[config.mk]
export PLATFORM = sky130hd
export DESIGN_NAME = imem_loader
export DESIGN_NICKNAME = d
export VERILOG_FILES = /design/src/rtl/imem_loader.sv
export SDC_FILE = /design/constraint.sdc
export NUM_CORES = 1
export LEC_CHECK = 0
export BUFFER_PORTS_ARGS = -buffer_cell sky130_fd_sc_hd__buf_2
export CORE_MARGIN = 5
export CORE_UTILIZATION = 60
export CTS_BUF_LIST = sky130_fd_sc_hd__clkbuf_16
export DETAILED_ROUTE_END_ITERATION = 12
export GPL_ROUTABILITY_DRIVEN = 0
export PLACE_DENSITY = 0.83
export SLEW_MARGIN = 30
export SYNTH_ARGS = -nofsm -noshare
export SYNTH_HDL_FRONTEND = slang
export SYNTH_SLANG_ARGS = --single-unit
[constraint.sdc]
create_clock -name clk -period 3.23 [get_ports clk]
set_input_delay 0.646 -clock clk [delete_from_list [all_inputs] [get_ports clk]]
set_output_delay 0.646 -clock clk [all_outputs]
set_load 0.03 [all_outputs]
[src/rtl/imem_loader.sv]
// Byte-stream program loader: takes a little-endian length header and then words,
// writes each word into instruction memory, and holds the pc paused until the image is complete.
module imem_loader #(
  parameter int unsigned          XLEN      = 32,
  parameter logic [XLEN-1:0]      BASE_ADDR = 32'h0000_0000,
  parameter int unsigned          MAX_WORDS = 1024
) (
  input  logic            clk,
  input  logic            rst,
  input  logic            start,
  input  logic            in_valid,
  output logic            in_ready,
  input  logic [7:0]      in_data,
  output logic            mem_write_en,
  output logic [XLEN-1:0] mem_addr,
  output logic [XLEN-1:0] mem_data,
  output logic            pause,
  output logic            busy,
  output logic            done,
  output logic            error
);

  localparam int unsigned IDX_W = $clog2(MAX_WORDS + 1);

  typedef enum logic [2:0] {
    S_IDLE,
    S_LEN,
    S_DATA,
    S_WRITE,
    S_DONE
  } state_e;

  state_e            state_q,     state_d;
  logic [1:0]        byte_cnt_q,  byte_cnt_d;
  logic [23:0]       shift_q,     shift_d;
  logic [31:0]       len_q,       len_d;
  logic [IDX_W-1:0]  word_idx_q,  word_idx_d;
  logic              in_ready_q,  in_ready_d;
  logic              pause_q,     pause_d;
  logic              busy_q,      busy_d;
  logic              done_q,      done_d;
  logic              error_q,     error_d;
  logic              mem_we_q,    mem_we_d;
  logic [XLEN-1:0]   mem_addr_q,  mem_addr_d;
  logic [XLEN-1:0]   mem_data_q,  mem_data_d;

  logic              byte_fire;
  logic [31:0]       assembled;
  logic              last_word;

  // The 4th byte is combined with the three already shifted in, so no extra cycle is spent.
  assign byte_fire = in_valid & in_ready_q;
  assign assembled = {in_data, shift_q};
  assign last_word = ((32'(word_idx_q) + 32'd1) == len_q);

  always_comb begin
    state_d    = state_q;
    byte_cnt_d = byte_cnt_q;
    shift_d    = shift_q;
    len_d      = len_q;
    word_idx_d = word_idx_q;
    in_ready_d = in_ready_q;
    pause_d    = pause_q;
    busy_d     = busy_q;
    done_d     = done_q;
    error_d    = error_q;
    mem_we_d   = 1'b0;
    mem_addr_d = mem_addr_q;
    mem_data_d = mem_data_q;

    case (state_q)
      S_IDLE: begin
        if (start) begin
          state_d    = S_LEN;
          in_ready_d = 1'b1;
          pause_d    = 1'b1;
          busy_d     = 1'b1;
          done_d     = 1'b0;
          error_d    = 1'b0;
          byte_cnt_d = 2'd0;
          word_idx_d = '0;
          len_d      = 32'd0;
        end
      end

      S_LEN: begin
        if (byte_fire) begin
          shift_d    = {in_data, shift_q[23:8]};
          byte_cnt_d = byte_cnt_q + 2'd1;
          if (byte_cnt_q == 2'd3) begin
            len_d = assembled;
            if (assembled == 32'd0) begin
              state_d    = S_DONE;
              in_ready_d = 1'b0;
              done_d     = 1'b1;
              pause_d    = 1'b0;
              busy_d     = 1'b0;
            end else if (assembled > 32'(MAX_WORDS)) begin
              state_d    = S_IDLE;
              in_ready_d = 1'b0;
              error_d    = 1'b1;
              pause_d    = 1'b0;
              busy_d     = 1'b0;
            end else begin
              state_d = S_DATA;
            end
          end
        end
      end

      S_DATA: begin
        if (byte_fire) begin
          shift_d    = {in_data, shift_q[23:8]};
          byte_cnt_d = byte_cnt_q + 2'd1;
          if (byte_cnt_q == 2'd3) begin
            state_d    = S_WRITE;
            in_ready_d = 1'b0;
            mem_we_d   = 1'b1;
            mem_addr_d = BASE_ADDR + XLEN'({word_idx_q, 2'b00});
            mem_data_d = XLEN'(assembled);
          end
        end
      end

      S_WRITE: begin
        word_idx_d = word_idx_q + IDX_W'(1);
        if (last_word) begin
          state_d = S_DONE;
          done_d  = 1'b1;
          pause_d = 1'b0;
          busy_d  = 1'b0;
        end else begin
          state_d    = S_DATA;
          in_ready_d = 1'b1;
        end
      end

      S_DONE: begin
        state_d = S_IDLE;
      end

      default: begin
        state_d    = S_IDLE;
        in_ready_d = 1'b0;
        pause_d    = 1'b0;
        busy_d     = 1'b0;
      end
    endcase
  end

  always_ff @(posedge clk or negedge rst) begin
    if (!rst) begin
      state_q    <= S_IDLE;
      byte_cnt_q <= 2'd0;
      shift_q    <= 24'd0;
      len_q      <= 32'd0;
      word_idx_q <= '0;
      in_ready_q <= 1'b0;
      pause_q    <= 1'b0;
      busy_q     <= 1'b0;
      done_q     <= 1'b0;
      error_q    <= 1'b0;
      mem_we_q   <= 1'b0;
      mem_addr_q <= '0;
      mem_data_q <= '0;
    end else begin
      state_q    <= state_d;
      byte_cnt_q <= byte_cnt_d;
      shift_q    <= shift_d;
      len_q      <= len_d;
      word_idx_q <= word_idx_d;
      in_ready_q <= in_ready_d;
      pause_q    <= pause_d;
      busy_q     <= busy_d;
      done_q     <= done_d;
      error_q    <= error_d;
      mem_we_q   <= mem_we_d;
      mem_addr_q <= mem_addr_d;
      mem_data_q <= mem_data_d;
    end
  end

  assign in_ready     = in_ready_q;
  assign pause        = pause_q;
  assign busy         = busy_q;
  assign done         = done_q;
  assign error        = error_q;
  assign mem_write_en = mem_we_q;
  assign mem_addr     = mem_addr_q;
  assign mem_data     = mem_data_q;

endmodule

# After elaboration in Yosys (flattened, before gate mapping)
# Index checks and enable logic that the tools add are counted.
[word_totals] ff_bits=120 output_inout_bits=70 elab_cells=98
[classes] n_addsub=3 order_cmp=1 n_eq_ne=18 muxes=43 bitwise=3 n_reduce_logical=18
[ops] op="two-way mux 32 bit" n=3
[ops] op="one-hot mux 32 bit (2 select lines)" n=1
[ops] op="equality test 12 x 32 -> 1 bit" n=1
[ops] op="greater-than comparator 32 x 11 -> 1 bit (second input constant)" n=1
[ops] op="logical NOT 32 bit" n=1
[ops] op="one-hot mux 11 bit (2 select lines)" n=1
[ops] op="two-way mux 1 bit" n=21
[ops] op="two-way mux 3 bit" n=7
[ops] op="!= test 2 bit (second input constant)" n=10
[ops] op="AND reduction 6 bit" n=3
[ops] op="adder 11 x 1 -> 12 bit (second input constant)" n=1
[ops] op="one-hot mux 3 bit (4 select lines)" n=1
[ops] op="adder 11 x 1 -> 11 bit (second input constant)" n=1
[ops] op="two-way mux 11 bit" n=1
[ops] op="AND reduction 8 bit" n=1
[ops] op="equality test 3 x 2 -> 1 bit (second input constant)" n=2
[ops] op="two-way mux 2 bit" n=3
[ops] op="AND reduction 3 bit" n=2
[ops] op="nonzero test 2 bit" n=3
[ops] op="one-hot mux 1 bit (5 select lines)" n=1
[ops] op="AND reduction 5 bit" n=1
[ops] op="one-hot mux 1 bit (4 select lines)" n=1
[ops] op="one-hot mux 2 bit (2 select lines)" n=1
[ops] op="AND reduction 2 bit" n=2
[ops] op="other kinds (14)" n=16

# Depth between registers and ports, before layout
# Gate-level depths: netlist (run 1).
[depth] word_depth=6 mapped_depth=8 depth_no_buf=7

# Worst setup path after synthesis (run 1)
# Ideal clock, no wire load.
[synth_path] kind="in2reg" from="input in_data[3]" to="register done_q (netlist: done)" arrival_time_ns=2.028 required_time_ns=3.164 slack_ns=1.136 stages=6 n_path_buf=0 cell_sequence="nor4_1 -> nand4_1 -> or4_1 -> a211o_1 -> a21oi_1 -> o31a_1"
[synth_between] elab_chain_len=3
[synth_lines] item="start, declared" line_no="13" source="input logic [7:0] in_data,"
[synth_lines] item="logical NOT 32 bit" line_no="92" source="if (assembled == 32'd0) begin"
[synth_lines] item="!= test 2 bit (no source line)"
[synth_lines] item="AND reduction 6 bit (no source line)"
[synth_lines] item="end signal, assigned" line_no="175" source="done_q <= done_d;"
[synth_lines] item="end, declared" line_no="41" source="logic done_q, done_d;"
# No other way between the ends.
# A chain may end at the register's enable or synchronous reset.

# Worst setup path after layout (run 1)
[layout_path] from="register word_idx_q[0]" to="register in_ready_q (netlist: in_ready)"
[layout_between] elab_chain_len=4
[layout_lines] item="start, declared" line_no="37" source="logic [IDX_W-1:0] word_idx_q, word_idx_d;"
[layout_lines] item="start signal, assigned" line_no="171" source="word_idx_q <= word_idx_d;"
[layout_lines] item="adder 11 x 1 -> 12 bit" line_no="54" source="assign last_word = ((32'(word_idx_q) + 32'd1) == len_q);"
[layout_lines] item="equality test 12 x 32 -> 1 bit" line_no="54"
[layout_lines] item="!= test 2 bit (no source line)"
[layout_lines] item="AND reduction 8 bit (no source line)"
[layout_lines] item="end signal, assigned" line_no="172" source="in_ready_q <= in_ready_d;"
[layout_lines] item="end, declared" line_no="38" source="logic in_ready_q, in_ready_d;"
# No other way between the ends.

==> summary.md, run 1 <==
| Metric | Value |
|---|---|
| Full die area | `11470 sq um` |
| RSZ-0062 raised after global routing | `no` |
| Pre-antenna DRT Iters | `5` |
| Clk_lat worst skew | `410 ps` |
| Post-route DRC | `0` |
| YS warnings | `0` |
| Nets | `585` |
| Initial Utilization | `61.25%` |
| Fmax | `382.4 MHz` |
| Worst rel slew slack | `45.01%` |
| Power, Total | `6.829 mW` |
| Via count | `4279` |
| # Post-CTS Setup Buffers | `0` |
| VDD IR max | `0.7878 mV` |
| Core footprint | `9240 sq um` |
| Clk root buf | `clkbuf_16` |
| Period utilisation layout | `80.96%` |
| Setup TNS | `0 ps` |
| Leakage | `2.960 nW` |
| Data required time of the worst path | `3480 ps` |
| Worst Hold Class | `in2async` |
| Mapped cell area | `5659 sq um` |
| Total GRT Usage | `25.60%` |
| I/O Pins | `82` |
| Final wirelength | `13630 microns` |
| Crit path from | `word_idx_q[0]$_DFFE_PN0P_` |
| Global-route wire length before repair | `22990 microns` |
| Final Hold Fails | `0` |
| Largest net degree at the start of global routing | `66` |
| Time the worst path needs with I/O delays and setup | `2615 ps` |
| HPWL reported at the end of detailed placement | `8629 microns` |
| Cts repair resizes | `0` |
| Avg Cell Area, Syn | `10.84 sq um` |
| Seq/Total Area, Yosys | `53.06%` |
| Via-per-instance ratio | `6.010` |
| # rows | `35` |
| Commonest cells after routing, fill and taps aside | `dfrtp_1 (120), nand2_1 (77), mux2_2 (67)` |
| Layout area overhead | `16.10%` |
| Post-synth cell types | `57` |
| Status | `finished, final reports clean` |
| P per Cell Area | `1039 nW/um^2` |
| Clock sink total | `120` |
| Vias in the first global route | `4330` |
| Async set or reset register ratio after synthesis | `100.0%` |
| Starting DRT DRC Count | `465` |
| Worst-Margin Slew | `822.5 ps` |
| Num CTS Buffers | `17` |
| Die height | `107.1 microns` |
| Critical path class | `reg2reg` |
| H-tree depth | `4` |
| Max-slew violations | `0` |
| Startpoint types | `register` |
| Clock buffer depth | `2` |
| Most common cell after layout, fill and taps aside | `dfrtp_1` |
| Share of cells above drive strength 1 | `29.16%` |
| Slowest stage delay, CP | `470 ps` |
| Skew final | `6.684 ps` |
| Antenna violations before repair | `0` |
| ANT nets after route | `0` |
| Primary FF master, synth | `dfrtp_1` |
| Yosys reg bits | `120` |
| Crit end category | `register` |
| # Max-Cap Violations | `0` |
| CP max-delay cell | `dfrtp_1` |
| CTS tree | `yes` |
| Hold_buf cts | `0` |
| Mapped Cells | `522` |
| WP data arrival | `2870 ps` |
| Antenna fix cells | `0` |
| Grt total ovfl | `0` |
| Worst R2R Start | `word_idx_q[0]$_DFFE_PN0P_` |
| Clock transition at path regs | `50 ps` |
| Drt wl/cell | `19.14 microns` |
| EDFF count, synth | `0` |
| # port buffers | `60` |
| Max Fanout on Critical Path | `10` |
| Die width | `107.1 microns` |
| CP Cell Sequence | `ha_1 -> and3_1 -> a31oi_1 -> nor4_2 -> o2111ai_1 -> nor4b_2 -> o211ai_1` |
| Final Setup Violations | `0` |
[flip-flops by register name, summed over array words and instances (netlist names)]
name	count
in_ready	1
busy	1
word_idx_q	11
mem_write_en	1
shift_q	24
mem_addr	11
error	1
byte_cnt_q	2
done	1
state_q	3
len_q	32
mem_data	32
[power by group]
part           switching, mW  internal [mW]  leakage, nW
registers              0.536           2.01         1.53
clock network          0.684           1.36        0.300
logic                   1.35          0.890         1.13
total                   2.57           4.25         2.96
[per-layer routing]
layer / share of wire [%] / global-route usage, % / vias to the layer above
met2: 48 / 39.59 / 217
met5: 0 / 0 / -
met1: 42 / 34.70 / 2110
met4: 3.0 / 10.32 / 0
li1: - / - / 1910
met3: 7.0 / 6.442 / 42
[cell type report]
cell class,instances,area [sq um]
fillers,602,2670
well taps,129,161.4
flip-flops and latches,120,3003
clock buffers,17,425.4
multi-input cells,360,2392
inverters,7,26.28
repair buffers,65,352.8
clock inverters,14,209.0
[cells by family after synthesis]
family	synth area share (%)
AOI/OAI and AO/OA	10.33
other	0.06626
buffers and inverters	6.169
adders and majority gates	0.6190
DFF	53.06
muxes	13.86
xor gates and xnor gates	2.167
and+or+nand+nor	13.73
[Yosys cell counts (5+ instances only)]
cell type / number / area (sq um)
o21ai_0: 50 / 250.2
nand4_1: 5 / 31.28
inv_1: 7 / 26.28
nand2_1: 77 / 289.0
clkbuf_1: 16 / 60.06
nor4_1: 16 / 100.1
dfrtp_1: 120 / 3003
nor3b_1: 5 / 37.54
mux2_2: 67 / 754.5
o31ai_1: 5 / 37.54
nor2_1: 17 / 63.81
buf_2: 12 / 60.06
buf_4: 25 / 187.7
xor2_1: 5 / 43.79
nor3_1: 6 / 30.03
xnor2_1: 9 / 78.83
nand3_1: 12 / 60.06
a21oi_1: 12 / 60.06
[path summary, 6_finish.rpt]
check / end / slack (ps) / depth (start not counted)
max: in_ready$_DFFE_PN0P_ / 620 / 7
min: mem_addr[2]$_DFFE_PN0P_ / 280 / 1
max reg2reg: in_ready$_DFFE_PN0P_ / 620 / 7
min reg2reg: byte_cnt_q[0]$_DFFE_PN0P_ / 490 / 1
max in group asynchronous: shift_q[7]$_DFFE_PN0P_ / 2250 / 2
min in group clk: byte_cnt_q[0]$_DFFE_PN0P_ / 490 / 1
[worst max-delay path: cells and delay by family, from the launching register on]
family	cells	cell delay, ps
flip-flops	1	470
AO/OA/AOI/OAI	3	460
AND/OR/NAND/NOR	3	1090
adder cells (fa/ha/maj)	1	430
[through the flow]
stage | std cells | area [sq um] | util [%] | hold slack [ps] | worst slack, ps
6_report | 712 | 6570 | 71.10 | 280.8 | 615.0
5_1_grt | 712 | 6570 | 71.10 | 337.8 | 454.5
4_1_cts | 712 | 6566 | 71.06 | 301.5 | 639.4
3_5_place_dp | 681 | 5932 | 64.20 | 488.5 | 687.8
3_3_place_gp | 681 | 5932 | 64.20 | 471.7 | 792.1
2_1_floorplan | 542 | 5734 | - | 350.4 | 1136
Power figures use the tool's default switching activity.
==> run 2, diff against run 1 <==
--- a/config.mk
+++ b/config.mk
@@ -5,13 +5,14 @@
 export SDC_FILE = /design/constraint.sdc
 export NUM_CORES = 1
 export LEC_CHECK = 0
+export ABC_AREA = 1
 export BUFFER_PORTS_ARGS = -buffer_cell sky130_fd_sc_hd__buf_2
 export CORE_MARGIN = 5
-export CORE_UTILIZATION = 60
+export CORE_UTILIZATION = 57
 export CTS_BUF_LIST = sky130_fd_sc_hd__clkbuf_16
 export DETAILED_ROUTE_END_ITERATION = 12
 export GPL_ROUTABILITY_DRIVEN = 0
-export PLACE_DENSITY = 0.83
+export PLACE_DENSITY = 0.79
 export SLEW_MARGIN = 30
 export SYNTH_ARGS = -nofsm -noshare
 export SYNTH_HDL_FRONTEND = slang
==> constraint.sdc (replaced) <==
create_clock -name clk -period 2.5 [get_ports clk]
set_input_delay 0.5 -clock clk [delete_from_list [all_inputs] [get_ports clk]]
set_output_delay 0.5 -clock clk [all_outputs]
set_load 0.03 [all_outputs]
==> summary.md, run 2 <==
| Metric | Value |
|---|---|
| Largest net degree at the start of global routing | `45 (was 66)` |
| Most common cell after layout, fill and taps aside | `nand2_1 (was dfrtp_1)` |
| Largest family of logic cells by synthesized area | `simple AND/OR/NAND/NOR gates (was multiplexers)` |
| Fin Hold WS | `94.94 ps (was 280.8 ps)` |
| Clock buffer depth | `2 (unchanged)` |
| Seq/Total Area, Yosys | `52.45% (was 53.06%)` |
| Worst Hold Class | `in2async (unchanged)` |
| Skew final | `7.346 ps (was 6.684 ps)` |
| R2R cell count | `9 (was 7)` |
| CTS tree | `yes (unchanged)` |
| Via-per-instance ratio | `5.510 (was 6.010)` |
| Time the worst path needs with I/O delays and setup | `2219 ps (was 2615 ps)` |
| HPWL reported at the end of detailed placement | `9712 microns (was 8629 microns)` |
| Clock transition at path regs | `50 ps (about the same)` |
| Cts repair resizes | `0 (unchanged)` |
| Nets | `734 (was 585)` |
| Pre-antenna DRT Iters | `8 (was 5)` |
| Total GRT Usage | `24.28% (was 25.60%)` |
| Via count | `4766 (was 4279)` |
| Share of cells above drive strength 1 | `20.90% (was 29.16%)` |
| Area contributors post-synth | `dfrtp_1 (52%), nand2_1 (7.9%), nand3_1 (6.0%) (was dfrtp_1 (53%), mux2_2 (13%), nand2_1 (5.1%))` |
| Hold_buf cts | `0 (unchanged)` |
| Clock sink total | `120 (unchanged)` |
| P per Cell Area | `1119 nW/um^2 (was 1039 nW/um^2)` |
| Vias in the first global route | `4900 (was 4330)` |
| RSZ-0062 raised after global routing | `no (unchanged)` |
| Simple-gate area share of the yosys netlist | `24.15% (was 13.73%)` |
| # Max-Cap Violations | `0 (unchanged)` |
| Avg Cell Area, Syn | `8.728 sq um (was 10.84 sq um)` |
| Primary FF master, synth | `dfrtp_1 (unchanged)` |
| Synth Area in Compound Gates | `9.135% (was 10.33%)` |
| Async set or reset register ratio after synthesis | `100.0% (unchanged)` |
| Clk_lat worst skew | `410 ps (about the same)` |
| WP data arrival | `2500 ps (was 2870 ps)` |
| Worst rel slew slack | `56.06% (was 45.01%)` |
| Layout area overhead | `15.47% (was 16.10%)` |
| # port buffers | `60 (unchanged)` |
| Post-Synth XOR/XNOR Area | `0.6119% (was 2.167%)` |
| Commonest cells after routing, fill and taps aside | `nand2_1 (121), dfrtp_1 (120), nor2_1 (69), nand3_1 (69), buf_2 (59) (was dfrtp_1 (120), nand2_1 (77), mux2_2 (67))` |
| Core footprint | `9774 sq um (was 9240 sq um)` |
| Drt wl/cell | `15.65 microns (was 19.14 microns)` |
| Final Setup Violations | `0 (unchanged)` |
| VDD IR max | `0.6448 mV (was 0.7878 mV)` |
| Initial Utilization | `58.58% (was 61.25%)` |
| Leakage | `3.437 nW (was 2.960 nW)` |
| YS warnings | `0 (unchanged)` |
| Register area | `3003 sq um (unchanged)` |
| Data required time of the worst path | `2780 ps (was 3480 ps)` |
| Mapped Cells | `656 (was 522)` |
| H-tree depth | `4 (unchanged)` |
| Final Hold Fails | `0 (unchanged)` |
| Crit end category | `register (unchanged)` |
| Post-synthesis mux area share | `4.327% (was 13.86%)` |
| Max-slew violations | `0 (unchanged)` |
| Starting DRT DRC Count | `359 (was 465)` |
| I/O Pins | `82 (unchanged)` |
| Antenna fix cells | `0 (unchanged)` |
| # rows | `36 (was 35)` |
| Placed Cells | `834 (was 681)` |
| Grt total ovfl | `0 (unchanged)` |
| Footprint of the multi-input gates | `2292 sq um (was 2392 sq um)` |
| Yosys top cell by area | `dfrtp_1 (unchanged)` |
| Setup TNS | `0 ps (unchanged)` |
| Yosys reg bits | `120 (unchanged)` |
| Synth cell count leaders | `nand2_1 (121), dfrtp_1 (120), nand3_1 (69), nor2_1 (69), inv_1 (52) (was dfrtp_1 (120), nand2_1 (77), mux2_2 (67), o21ai_0 (50), buf_4 (25))` |
| Worst-Margin Slew | `658.4 ps (was 822.5 ps)` |
| Synth Area in Adders | `0.4371% (was 0.6191%)` |
| Num CTS Buffers | `17 (unchanged)` |
| Startpoint types | `register (unchanged)` |
| Status | `finished, final reports clean (unchanged)` |
| EDFF count, synth | `0 (unchanged)` |
| Post-route DRC | `0 (unchanged)` |
| Period utilisation layout | `88.77% (was 80.96%)` |
| Max Fanout on Critical Path | `25 (was 10)` |
| Full die area | `12150 sq um (was 11470 sq um)` |
| Filler instances | `781 (was 602)` |
| Fmax | `450.6 MHz (was 382.4 MHz)` |
| Final wirelength | `13530 microns (was 13630 microns)` |
| Most frequent cell after synthesis | `nand2_1 (was dfrtp_1)` |
| Post-synth cell types | `34 (was 57)` |
| Antenna violations before repair | `0 (unchanged)` |
| Clk root buf | `clkbuf_16 (unchanged)` |
| # Post-CTS Setup Buffers | `0 (unchanged)` |
| Die height | `110.2 microns (was 107.1 microns)` |
| Layout Cells excl Fill | `865 (was 712)` |
| Global-route wire length before repair | `22820 microns (was 22990 microns)` |
| Die width | `110.2 microns (was 107.1 microns)` |
| Top cell type's share of synthesized area | `52.45% (was 53.06%)` |
| Critical path class | `reg2reg (unchanged)` |
| Mapped cell area | `5725 sq um (was 5659 sq um)` |
| ANT nets after route | `0 (unchanged)` |
run 2: final cells by class:
type,count,area share [%]
multi-input combinational,453,34.67
inverter,57,3.236
timing repair buffer,71,6.397
clock inverter,14,1.325
sequential,120,45.42
clock buffer,17,6.435
tap,133,2.517
run 2: worst max-delay path: stages, from the launching register on:
cell and delay (ps):
dfrtp_1 410, nor2_1 150, inv_2 60, nor2_2 180, a21oi_1 110, nor2_2 540, buf_4 390, nand2_1 100
nand2_1 60, o21ai_0 80
run 2: logic make-up after synthesis:
| kind of cell | count (synthesis) |
|---|---|
| compound gates | 101 |
| other cells | 1 |
| xor+xnor | 4 |
| simple gates | 303 |
| buf+inv | 103 |
| fa+ha+maj | 2 |
| mux | 22 |
| flops | 120 |
run 2: metrics by stage:
step | total power, mW | util (%) | area (sq um) | setup slack, ps
detailed placement | 5.300 | 62.39 | 6098 | 334.4
floorplan | 4.592 | - | 5801 | 741.9
global placement | 5.175 | 62.39 | 6098 | 444.7
global route | 7.866 | 67.64 | 6611 | 103.9
finish | 7.400 | 67.64 | 6611 | 280.8
CTS | 7.405 | 67.64 | 6611 | 333.4
run 2: final timing paths:
check | startpoint | end | slack [ps]
hold / removal | rst | mem_addr[8]$_DFFE_PN0P_ | 90
setup / recovery | state_q[0]$_DFFE_PN0P_ | error$_DFFE_PN0P_ | 280
max in group asynchronous | rst | shift_q[2]$_DFFE_PN0P_ | 1780
hold reg to reg | done$_DFFE_PN0P_ | done$_DFFE_PN0P_ | 470
setup reg to reg | state_q[0]$_DFFE_PN0P_ | error$_DFFE_PN0P_ | 280
min in group clk | in_data[3] | len_q[27]$_DFFE_PN0P_ | 340
run 2: per-layer routing:
layer  up-vias  GRT usage, %  routed length [microns]  part of all wire, %
met4         0         9.147                      366                  2.7
li1       2238             -                        -                    -
met5         -             0                        0                    0
met3        38         6.639                      825                  6.1
met1      2299         28.75                     5366                   40
met2       191         42.20                     6974                   52
run 2: power by group:
| part | leakage [nW] | total [mW] | internal [mW] | switching (mW) |
|---|---|---|---|---|
| logic | 1.59 | 2.48 | 0.741 | 1.74 |
| registers | 1.61 | 2.83 | 2.42 | 0.412 |
| clock network | 0.233 | 2.09 | 1.24 | 0.848 |
| total | 3.44 | 7.40 | 4.40 | 3.00 |
